### config.mk
export PLATFORM = sky130hd
export DESIGN_NAME = fetch_unit
export DESIGN_NICKNAME = d
export VERILOG_FILES = /design/src/rtl/fetch_unit.sv
export SDC_FILE = /design/constraint.sdc
export NUM_CORES = 1
export LEC_CHECK = 0
export ABC_AREA = 1
export CORE_ASPECT_RATIO = 1.25
export CORE_UTILIZATION = 40
export CTS_CLUSTER_SIZE = 30
export DETAILED_ROUTE_END_ITERATION = 12
export PLACE_DENSITY = 0.64
export SKIP_LAST_GASP = 1
export SLEW_MARGIN = 10
export SYNTH_ARGS = -nofsm -noshare
export SYNTH_HDL_FRONTEND = slang
export SYNTH_SLANG_ARGS = --single-unit
### constraint.sdc
create_clock -name clk -period 1.9 [get_ports clk]
set_input_delay 0.38 -clock clk [delete_from_list [all_inputs] [get_ports clk]]
set_output_delay 0.38 -clock clk [all_outputs]
set_load 0.02 [all_outputs]
### src/rtl/fetch_unit.sv
// fetch_unit: instruction-fetch stage assembling 1/2-byte instructions for decode
// Ports: imem_addr/imem_rdata combinational byte-wide instruction memory;
//   valid/ready decode handshake carrying opcode, ra, rb, imm, is_two_byte, pc_next, is_intr;
//   redirect/redirect_pc flush and reload the PC; intr level request, intr_ack injection pulse.
module fetch_unit #(
  parameter int unsigned       ADDR_W         = 8,
  parameter logic [ADDR_W-1:0] RESET_VEC_ADDR = '0,
  parameter logic [ADDR_W-1:0] INTR_VEC_ADDR  = ADDR_W'(1),
  parameter logic [7:0]        INTR_CALL      = 8'hB4
) (
  input  logic              clk,
  input  logic              rst,
  output logic [ADDR_W-1:0] imem_addr,
  input  logic [7:0]        imem_rdata,
  input  logic              ready,
  input  logic              redirect,
  input  logic [ADDR_W-1:0] redirect_pc,
  input  logic              intr,
  output logic              valid,
  output logic [3:0]        opcode,
  output logic [1:0]        ra,
  output logic [1:0]        rb,
  output logic [7:0]        imm,
  output logic              is_two_byte,
  output logic [ADDR_W-1:0] pc_next,
  output logic              is_intr,
  output logic              intr_ack
);
  typedef enum logic [1:0] {S_VEC, S_OP, S_IMM} state_e;
  state_e            state_q, state_d;
  logic              vec_q, vec_d;
  logic [ADDR_W-1:0] pc_q, pc_d, pcn_q, pcn_d;
  logic              valid_q, valid_d, two_q, two_d, isi_q, isi_d, ack_q, ack_d, pend_q, pend_d;
  logic [7:0]        instr_q, instr_d, imm_q, imm_d, hold_q, hold_d;
  logic              fire, free, two_byte;
  assign fire      = valid_q & ready & ~redirect;
  assign free      = ~valid_q | fire;
  assign two_byte  = (imem_rdata[7:4] == 4'hC) & (imem_rdata[3:2] != 2'b11);
  assign imem_addr = state_q == S_VEC ? (vec_q ? INTR_VEC_ADDR : RESET_VEC_ADDR) : pc_q;
  always_comb begin
    state_d = state_q;
    vec_d   = vec_q;
    pc_d    = pc_q;
    valid_d = valid_q;
    instr_d = instr_q;
    imm_d   = imm_q;
    pcn_d   = pcn_q;
    two_d   = two_q;
    isi_d   = isi_q;
    ack_d   = 1'b0;
    pend_d  = pend_q | intr;
    hold_d  = hold_q;
    if (redirect) begin
      pc_d    = redirect_pc;
      valid_d = 1'b0;
      hold_d  = '0;
      state_d = S_OP;
      // a flushed interrupt CALL never reached decode, so the request must be taken again
      if (valid_q & isi_q) pend_d = 1'b1;
    end else if (state_q == S_VEC) begin
      pc_d    = ADDR_W'(imem_rdata);
      state_d = S_OP;
      if (fire) valid_d = 1'b0;
    end else if (state_q == S_OP) begin
      if (free && pend_q) begin
        instr_d = INTR_CALL;
        imm_d   = '0;
        two_d   = 1'b0;
        isi_d   = 1'b1;
        pcn_d   = pc_q;
        valid_d = 1'b1;
        ack_d   = 1'b1;
        pend_d  = 1'b0;
        vec_d   = 1'b1;
        state_d = S_VEC;
      end else if (free && two_byte) begin
        hold_d  = imem_rdata;
        pc_d    = pc_q + ADDR_W'(1);
        valid_d = 1'b0;
        state_d = S_IMM;
      end else if (free) begin
        instr_d = imem_rdata;
        imm_d   = '0;
        two_d   = 1'b0;
        isi_d   = 1'b0;
        pcn_d   = pc_q + ADDR_W'(1);
        pc_d    = pc_q + ADDR_W'(1);
        valid_d = 1'b1;
      end
    end else begin
      instr_d = hold_q;
      imm_d   = imem_rdata;
      two_d   = 1'b1;
      isi_d   = 1'b0;
      pcn_d   = pc_q + ADDR_W'(1);
      pc_d    = pc_q + ADDR_W'(1);
      valid_d = 1'b1;
      state_d = S_OP;
    end
  end
  always_ff @(posedge clk) begin
    if (rst) begin
      state_q <= S_VEC;
      vec_q   <= 1'b0;
      pc_q    <= '0;
      valid_q <= 1'b0;
      instr_q <= '0;
      imm_q   <= '0;
      pcn_q   <= '0;
      two_q   <= 1'b0;
      isi_q   <= 1'b0;
      ack_q   <= 1'b0;
      pend_q  <= 1'b0;
      hold_q  <= '0;
    end else begin
      state_q <= state_d;
      vec_q   <= vec_d;
      pc_q    <= pc_d;
      valid_q <= valid_d;
      instr_q <= instr_d;
      imm_q   <= imm_d;
      pcn_q   <= pcn_d;
      two_q   <= two_d;
      isi_q   <= isi_d;
      ack_q   <= ack_d;
      pend_q  <= pend_d;
      hold_q  <= hold_d;
    end
  end
  assign valid       = valid_q;
  assign opcode      = instr_q[7:4];
  assign ra          = instr_q[3:2];
  assign rb          = instr_q[1:0];
  assign imm         = imm_q;
  assign is_two_byte = two_q;
  assign pc_next     = pcn_q;
  assign is_intr     = isi_q;
  assign intr_ack    = ack_q;
endmodule
==> results.md, run 1 <==
* Result of the run: completed
* Most frequent CP cell: nor2_1
* Nets in the synthesized netlist at about 380
* Crit-path cells: nor2_1 -> buf_4 -> nor2_1 -> dlygate4sd2_1
* Final antenna diode count at 0
* Met2 Routed Length at around 2900 um
* Worst EP required at 1.52 ns
* Grt total ovfl at 0
* Crit end category: output pin
* Area Growth Syn to Fin at 36.66%
* Launch point of the worst reg-to-reg path: state_q[1]
* Arrival time reported for the critical path endpoint at around 1.4 ns
* Post-route clock skew at 0.008366 ns
* Skew-Pair Late Insertion Delay at around 0.30 ns
* CP max-delay cell: dfxtp_1
* Largest fanout of any net on the critical path at 16
* Post-DP HPWL at ~4700 um
* Ports at 57
* Design Power at between 2 and 2.5 mW
* Launch point of the worst hold path: imm[6]
* Pwr dens at about 740 nW/um2
* Detailed-routing iteration count for the pre-antenna-repair pass at 4
* Die Wd at 70.43 um
* Number of pins with negative max-slew slack in the final report at 0
* Vias in the first global route at approximately 2,100
* Number of flip-flops and latches in the synthesized netlist at 48
* Cells after DPL at around 480
* Share of layout cells above drive strength 1 at between 10 and 15%
* Final worst-path cycle share at between 90% and 100%
* Clock transition time at the flip-flop clock pins of the worst setup and hold paths at approximately 0.090 ns
* Setup repair after global routing missed its margin: false
* Number of buffers created by CTS at 5
* WL final at 6111 um
* Average wire per standard cell at between 10 and 15 um
* Kind of start point of the critical path: flip-flop
* Die Height at just under 90 um
* Area of the core at roughly 5500 um2
* Achievable clock frequency at approximately 570 MHz
* Mean Syn Cell Area at about 6.6 um2
* Global Route Usage Sum at 20.91%
* Worst setup startpoint: state_q[0]
* Final instance area at around 3200 um2
* Static leakage power at roughly 1.4 nW
* DR DRC count at 0
* Final-report hold violation count at 0
* Number of antenna violations at the first check in global routing at 0
* Vias per Instance at between 4 and 5
* Slew at the pin closest to its max-slew limit at around 0.40 ns
* Syn Std Cell Area at roughly 2300 um2
* CTS Buffer Depth at 2
* Gpl congestion at 0.8097
* Commonest cells in the synthesized netlist: 71 x nand2_1, 63 x nor2_1, 48 x dfxtp_1
* Ys async rst share at 0%
* WL met3 at ~260 um
* Count of flip-flops with a built-in enable after synthesis at 0
* Dpl cell area at about 3100 um2
* Part of the Yosys area used for sequential elements at slightly above 40%
* Minimum clock period at approximately 1.8 ns
* Kind of cell adding the most delay to the critical path: buffers and inverters
* Accumulated negative setup slack at 0 ns
* Tightest Hold Check Type: flip-flop to flip-flop
* Crit Path Category: flip-flop to output pin
* Total of endpoints with negative setup slack in the final report at 0
* Count of port buffers added during placement at 56
* Number of violations reported at the end of detailed-routing iteration 0 at 120
* Number of antenna-violating nets in the routed design at 0
* Biggest area consumer among synthesized cells: dfxtp_1
* Pin count of the biggest net entering global routing at 27
* Number of warnings issued by yosys at 0
* Cell types with the largest area share after synthesis: dfxtp_1 41%, nand2_1 11%, nor2_1 10%
* CTS HTree Levels at 2
* Most used DFF post-synth: dfxtp_1
* Most frequently used cell type in the post-synthesis netlist: nand2_1
* Number of clock sinks seen by CTS at 48
* Yosys cell types at 28
* Max rail drop VDD at approximately 0.00032 V
* Total number of nets in the final design at around 450
* Detailed-route wire length on metal 1 at between 2000 and 3000 um
* Maxcap violations at 0
* Overall via count from detail_route at around 2,400
* Fraction of post-synthesis cell area in the top cell type by area at roughly two fifths
* Buffers & Inverters on Critical Path at 2
* Uppermost layer routed: met4
* Clk Tree Root Cell: clkbuf_8
* Cell Count, Final, Fillers Out at ~490
* Slowest cell delay on critical path at between 0.3 and 0.4 ns
* Overall die area at 6164 um2
* Number of standard-cell rows in the floorplan at 30
* Clock tree from TritonCTS: built
* Share of the core filled with cells in the final layout at about 58%
* Worst slew slack as a fraction of its limit at around three quarters
* Initial standard-cell utilization of the core at 42.43%
* Number of standard cells after synthesis at around 360
* Global-route wire length before repair at 10,060 um
[layer usage]
layer | vias up | track usage [%]
li1 | 1258 | -
met1 | 1045 | 27.21
met2 | 58 | 34.37
met3 | 11 | 4.028
met4 | 0 | 8.000
met5 | - | 0
[flip-flops by register name, indices dropped and copies added (netlist names), 2 cells and up]
signal   cells
instr_q      8
pc_next      8
pc_q         8
hold_q       8
imm          8
state_q      2
[logic make-up after synthesis]
group | synth area share, %
AO/OA/AOI/OAI | 16.73
XOR/XNOR | 1.497
adder cells (fa/ha/maj) | 0.5344
buffers and inverters | 11.28
flip-flops | 41.05
AND/OR/NAND/NOR | 28.92
[final timing paths]
| path | cells after the start | endpoint | slack [ns] |
|---|---|---|---|
| min reg2reg | 2 | imm[6] | 0.46 |
| max | 4 | imem_addr[1] | 0.14 |
| min | 2 | imm[6] | 0.46 |
| max reg2reg | 9 | pc_next[1] | 0.32 |
[worst min-delay path, stage by stage (launching register included)]
cell and delay (ns):
dfxtp_1 0.32, nand2_1 0.06, a21oi_1 0.05
[placed cells by master (no fill, tap or decap), drive strengths merged, types with 19 or more instances in the layout]
cell / netlist / routed
o21ai: 25 / 25
a21oi: 37 / 37
nand3: 19 / 19
nand2: 75 / 75
dfxtp: 48 / 48
nor2: 64 / 64
clkdlybuf4s50: 0 / 48
inv: 49 / 49
buf: 9 / 25
[through the flow]
stage               hold WS [ns]  worst slack, ns
floorplan                 0.4220           0.3895
global placement          0.4441          0.01936
detailed placement        0.4493        -0.008290
CTS                       0.4617          0.08397
global route              0.4853          0.06347
finish                    0.4622           0.1408
[power breakdown]
part	switching (mW)	internal [mW]	total [mW]
Sequential	0.0370	1.06	1.10
Combinational	0.301	0.233	0.533
Clock	0.343	0.391	0.734
Total	0.681	1.69	2.37
[layout make-up]
| cell class | instances | area, um2 |
|---|---|---|
| timing repair buffer | 81 | 747.0 |
| inverter | 50 | 187.7 |
| fill | 572 | 2318 |
| clock inverter | 2 | 35.03 |
| tap | 64 | 80.08 |
| clock buffer | 6 | 72.57 |
| multi-input combinational | 241 | 1116 |
| sequential | 48 | 960.9 |
[what timing repair did]
| action | CTS | global route |
|---|---|---|
| resized for setup | 8 | 2 |
| hold buffers | 0 | 0 |
| endpoints found under the setup margin | 8 | 1 |
| pin swaps | 0 | 0 |
| buffers inserted | 0 | 0 |
Power figures use the tool's default switching activity.
==> run 2: changes to the inputs <==
--- a/config.mk
+++ b/config.mk
@@ -10,6 +10,7 @@
 export CORE_UTILIZATION = 40
 export CTS_CLUSTER_SIZE = 30
 export DETAILED_ROUTE_END_ITERATION = 12
+export MAX_ROUTING_LAYER = met4
 export PLACE_DENSITY = 0.64
 export SKIP_LAST_GASP = 1
 export SLEW_MARGIN = 10
==> results.md, run 2 (synthesized netlist as in run 1, its figures left out) <==
* Result of the run: completed
* Commonest non-fill, non-tap cells in the layout: 71 x nand2_1, 63 x nor2_1, 48 x dfxtp_1, 48 x clkdlybuf4s50_1, 46 x inv_1
* Pwr dens at 739.3 nW/um2 (about the same)
* Worst EP required at 1.52 ns (about the same)
* Setup repair after global routing missed its margin: false
* Total of endpoints with negative setup slack in the final report at 0 (unchanged)
* Number of standard-cell rows in the floorplan at 30 (unchanged)
* Total of fill cells in the finished design at 572 (unchanged)
* Overall via count from detail_route at 2,371 (-0.042%)
* Final worst-path cycle share at 92.58% (about the same)
* Worst slew slack as a fraction of its limit at 73.43% (+0.091 points)
* Area Growth Syn to Fin at 36.66% (unchanged)
* Setup slack of the worst register-to-register path at 0.34 ns (+0.02 ns)
* Met1 demand-to-capacity share in global routing at 27.35% (+0.14 points)
* Minimum clock period at 1.759 ns (-0.0001240 ns)
* Share of layout cells above drive strength 1 at 10.05% (unchanged)
* CTS Buffer Depth at 2 (unchanged)
* Vias in the first global route at 2,138 (unchanged)
* Initial standard-cell utilization of the core at 42.43% (unchanged)
* CTS HTree Levels at 2 (unchanged)
* Max rail drop VDD at 0.0003201 V (-0.65%)
* Global-route wire length before repair at 10,070 um (about the same)
* Area used by multi-input combinational logic at 1116 um2 (unchanged)
* Number of antenna violations at the first check in global routing at 0 (unchanged)
* Hold Worst Slack at 0.4617 ns (-0.0004650 ns)
* DR DRC count at 0 (unchanged)
* Cells after DPL at 484 (unchanged)
* Achievable clock frequency at 568.5 MHz (about the same)
* Overall die area at 6164 um2 (unchanged)
* Number of clock sinks seen by CTS at 48 (unchanged)
* Grt total ovfl at 0 (unchanged)
* Crit Path Category: flip-flop to output pin
* Final instance area at 3199 um2 (unchanged)
* Clk Tree Root Cell: clkbuf_8
* Pin count of the biggest net entering global routing at 27 (unchanged)
* Maxcap violations at 0 (unchanged)
* Die Height at 87.53 um (unchanged)
* Skew-Pair Late Insertion Delay at 0.30 ns (about the same)
* Die Wd at 70.43 um (unchanged)
* Detailed-routing iteration count for the pre-antenna-repair pass at 4 (unchanged)
* Static leakage power at 1.440 nW (unchanged)
* Kind of start point of the critical path: flip-flop
* Vias per Instance at 4.819 (about the same)
* Crit end category: output pin
* Final-report hold violation count at 0 (unchanged)
* Ports at 57 (unchanged)
* Clock transition time at the flip-flop clock pins of the worst setup and hold paths at 0.09 ns (about the same)
* Slew at the pin closest to its max-slew limit at 0.3975 ns (-0.001364 ns)
* Post-DP HPWL at 4688 um (unchanged)
* WL final at 6096 um (-0.25%)
* Number of pins with negative max-slew slack in the final report at 0 (unchanged)
* Routing usage on met3 at 4.028% (unchanged)
* Tightest Hold Check Type: flip-flop to flip-flop
* Largest fanout of any net on the critical path at 16 (unchanged)
* Met2 Use GR at 34.20% (-0.17 points)
* Footprint of the flip-flops and latches at 960.9 um2 (unchanged)
* Clock tree from TritonCTS: built
* Cell Count, Final, Fillers Out at 492 (unchanged)
* Area of the core at 5518 um2 (unchanged)
* Post-route clock skew at 0.008331 ns (-0.00003486 ns)
* Design Power at 2.365 mW (about the same)
* Total number of nets in the final design at 449 (unchanged)
* Global Route Usage Sum at 21.57% (+0.66 points)
* Number of violations reported at the end of detailed-routing iteration 0 at 122 (+1.7%)
* Count of port buffers added during placement at 56 (unchanged)
* GRT Max-Usage Layer: met2
* Arrival time reported for the critical path endpoint at 1.38 ns (about the same)
* Gpl congestion at 0.8216 (+1.5%)
* Dpl cell area at 3105 um2 (unchanged)
* Average wire per standard cell at 12.39 um (-0.25%)
* Number of buffers created by CTS at 5 (unchanged)
* Accumulated negative setup slack at 0 ns (unchanged)
* Final antenna diode count at 0 (unchanged)
* Number of antenna-violating nets in the routed design at 0 (unchanged)
* Most common cell after layout, fill and taps aside: nand2_1
[run 2: final cells by class]
type	instances	area share, %
Multi-Input combinational cell	241	34.88
Sequential cell	48	30.04
Timing Repair Buffer	81	23.35
Inverter	50	5.866
Tap cell	64	2.503
Clock buffer	6	2.268
Clock inverter	2	1.095
[run 2: final timing paths]
check | startpoint | to | depth (start not counted)
hold reg to reg | imm[6] | imm[6] | 2
setup reg to reg | state_q[1] | pc_next[1] | 9
hold / removal | imm[6] | imm[6] | 2
setup / recovery | state_q[0] | imem_addr[1] | 4
[run 2: metal layers]
metal / wire length [um] / share of wire (%)
met5: 0 / 0
met3: 295 / 4.8
met1: 2824 / 46
met2: 2869 / 47
met4: 107 / 1.8
[run 2: critical path, stage by stage (launching register included)]
cell           delay, ns
dfxtp_1             0.32
nor2_1              0.14
buf_4               0.24
nor2_1              0.06
dlygate4sd2_1       0.32
[run 2: where the power goes]
group / internal, mW / total, mW / switching, mW
registers: 1.06 / 1.10 / 0.0367
clock network: 0.391 / 0.734 / 0.343
logic: 0.233 / 0.533 / 0.301
[run 2: what timing repair did]
item,in CTS,in global routing
setup buffers,0,0
gates cloned,0,0
hold buffers,0,0
endpoints found under the setup margin,8,1
resized for setup,8,2
[run 2: metrics by stage]
stage               utilization (%)  setup WS (ns)
global route                  57.98        0.06291
CTS                           58.05        0.08397
detailed placement            56.28      -0.008290
finish                        57.98         0.1409
global placement              56.28        0.01936
floorplan                         -         0.3895
==> run 3: changes to the inputs <==
--- a/config.mk
+++ b/config.mk
@@ -11,7 +11,7 @@
 export CTS_CLUSTER_SIZE = 30
 export DETAILED_ROUTE_END_ITERATION = 12
 export MAX_ROUTING_LAYER = met4
-export PLACE_DENSITY = 0.64
+export PLACE_DENSITY = 0.78
 export SKIP_LAST_GASP = 1
 export SLEW_MARGIN = 10
 export SYNTH_ARGS = -nofsm -noshare
==> results.md, run 3 (synthesized netlist as in run 1, its figures left out) <==
* Result of the run: completed
* Clk Tree Root Cell: clkbuf_8
* Slowest cell delay on critical path at 0.33 ns (about the same)
* Vias in the first global route at 2,257 (+5.6%)
* Achievable clock frequency at 557.5 MHz (-1.9%)
* Largest fanout of any net on the critical path at 4 (-12)
* Area Growth Syn to Fin at 37.41%
* Final antenna diode count at 0 (unchanged)
* Pin count of the biggest net entering global routing at 32 (+19%)
* Hold Worst Slack at 0.4558 ns (-0.005880 ns)
* Initial standard-cell utilization of the core at 42.43% (unchanged)
* Clock transition time at the flip-flop clock pins of the worst setup and hold paths at 0.09 ns (about the same)
* DR DRC count at 0 (unchanged)
* CP max-delay cell: dfxtp_1
* Number of clock sinks seen by CTS at 48 (unchanged)
* Detailed-routing iteration count for the pre-antenna-repair pass at 4 (unchanged)
* Tightest Hold Check Type: flip-flop to flip-flop
* Skew-Pair Late Insertion Delay at 0.30 ns (about the same)
* CTS HTree Levels at 2 (unchanged)
* WL final at 6053 um (-0.71%)
* Number of buffers created by CTS at 5 (unchanged)
* Most common cell after layout, fill and taps aside: nand2_1
* Overall die area at 6164 um2 (unchanged)
* Global-route wire length before repair at 10,270 um (+2.0%)
* Number of antenna-violating nets in the routed design at 0 (unchanged)
* Final worst-path cycle share at 94.41% (+1.8 points)
* Accumulated negative setup slack at 0 ns (unchanged)
* Die Height at 87.53 um (unchanged)
* Minimum clock period at 1.794 ns (+0.03482 ns)
* Buffers & Inverters on Critical Path at 2 (unchanged)
* Post-route clock skew at 0.004747 ns (-0.003584 ns)
* Number of pins with negative max-slew slack in the final report at 0 (unchanged)
* Pwr dens at 772.1 nW/um2 (+4.4%)
* CTS Buffer Depth at 2 (unchanged)
* Commonest non-fill, non-tap cells in the layout: 71 x nand2_1, 63 x nor2_1, 48 x dfxtp_1, 48 x clkdlybuf4s50_1, 46 x inv_1
* Total of endpoints with negative setup slack in the final report at 0 (unchanged)
* Overall via count from detail_route at 2,399 (+1.2%)
* Ports at 57 (unchanged)
* Count of port buffers added during placement at 56 (unchanged)
* Arrival time reported for the critical path endpoint at 1.41 ns (+0.03 ns)
* Crit Path Category: flip-flop to output pin
* Global Route Usage Sum at 21.95% (+0.38 points)
* Static leakage power at 1.447 nW (+0.46%)
* Post-DP HPWL at 4528 um (-3.4%)
* Average wire per standard cell at 12.35 um (-0.30%)
* Maxcap violations at 0 (unchanged)
* Setup slack of the worst register-to-register path at 0.51 ns (+0.17 ns)
* Number of violations reported at the end of detailed-routing iteration 0 at 236 (+93%)
* Number of antenna violations at the first check in global routing at 0 (unchanged)
* Area of the core at 5518 um2 (unchanged)
* Kind of cell adding the most delay to the critical path: buffers and inverters
* Crit-path cells: nor2_1 -> inv_1 -> nand2_1 -> o21a_1 -> dlygate4sd2_1
* Clock tree from TritonCTS: built
* Total number of nets in the final design at 448 (-0.22%)
* Worst EP required at 1.52 ns (about the same)
* Max rail drop VDD at 0.0004725 V (+48%)
* Die Wd at 70.43 um (unchanged)
* Vias per Instance at 4.896 (+1.6%)
* Share of layout cells above drive strength 1 at 9.624% (-0.42 points)
* Worst slew slack as a fraction of its limit at 72.17% (-1.3 points)
* Crit end category: output pin
* Setup repair after global routing missed its margin: false
* Number of standard-cell rows in the floorplan at 30 (unchanged)
* Gpl congestion at 0.9195 (+12%)
* Grt total ovfl at 0 (unchanged)
* Kind of start point of the critical path: flip-flop
* Final-report hold violation count at 0 (unchanged)
* Slew at the pin closest to its max-slew limit at 0.4164 ns (+0.01891 ns)
## run 3: changes by cell type in the layout (fill, tap and decap cells not counted)
| cell | delta |
|---|---|
| clkbuf_2 | -1 |
| clkbuf_1 | -1 |
| buf_4 | -1 |
| dlygate4sd2_1 | +1 |
| clkinv_2 | -1 |
| bufinv_16 | +1 |
## run 3: report_power, final
part	switching [mW]	internal (mW)	total, mW
clock network	0.337	0.518	0.855
registers	0.0377	1.06	1.10
logic	0.298	0.232	0.530
total	0.673	1.81	2.48
## run 3: layer usage
metal  vias to the layer above  share of wire [%]  global-route usage (%)
met5                         -                  0                       -
met4                         0                2.8                   9.636
met3                        16                5.6                   4.258
met2                        77                 47                   35.32
met1                      1042                 44                   26.73
li1                       1264                  -                       -
## run 3: through the flow
step	setup WS [ns]	cells	power (mW)	area [um2]	utilization [%]
floorplan	0.3895	355	1.419	2341	-
global placement	-0.01098	483	1.654	3098	56.15
detailed placement	0.01300	483	1.658	3098	56.15
CTS	0.09317	490	2.494	3217	58.30
global route	0.004776	490	2.604	3217	58.30
finish	0.1061	490	2.484	3217	58.30
## run 3: worst reg2reg max path: cells and delay by family (launching register included)
kind,cells,cell delay (ns)
flops,1,0.36
simple gates,5,0.57
buf+inv,2,0.37
## run 3: final cells by class
type	instances	area, um2
clock buffer	5	68.82
clock inverter	2	60.06
fill	559	2301
inverter	50	187.7
multi-input combinational	241	1116
sequential	48	960.9
tap	64	80.08
timing repair buffer	80	743.2
## run 3: final timing paths
path / endpoint / cells after the start / start
min reg2reg: hold_q[5] / 2 / hold_q[5]
min: hold_q[5] / 2 / hold_q[5]
max reg2reg: pc_next[1] / 7 / state_q[0]
max: imem_addr[0] / 5 / state_q[0]
## run 3: timing repair
action	in CTS	in global routing
gates resized for setup	8	0
setup endpoints to repair	8	0
setup buffers	0	0
hold buffers	0	0
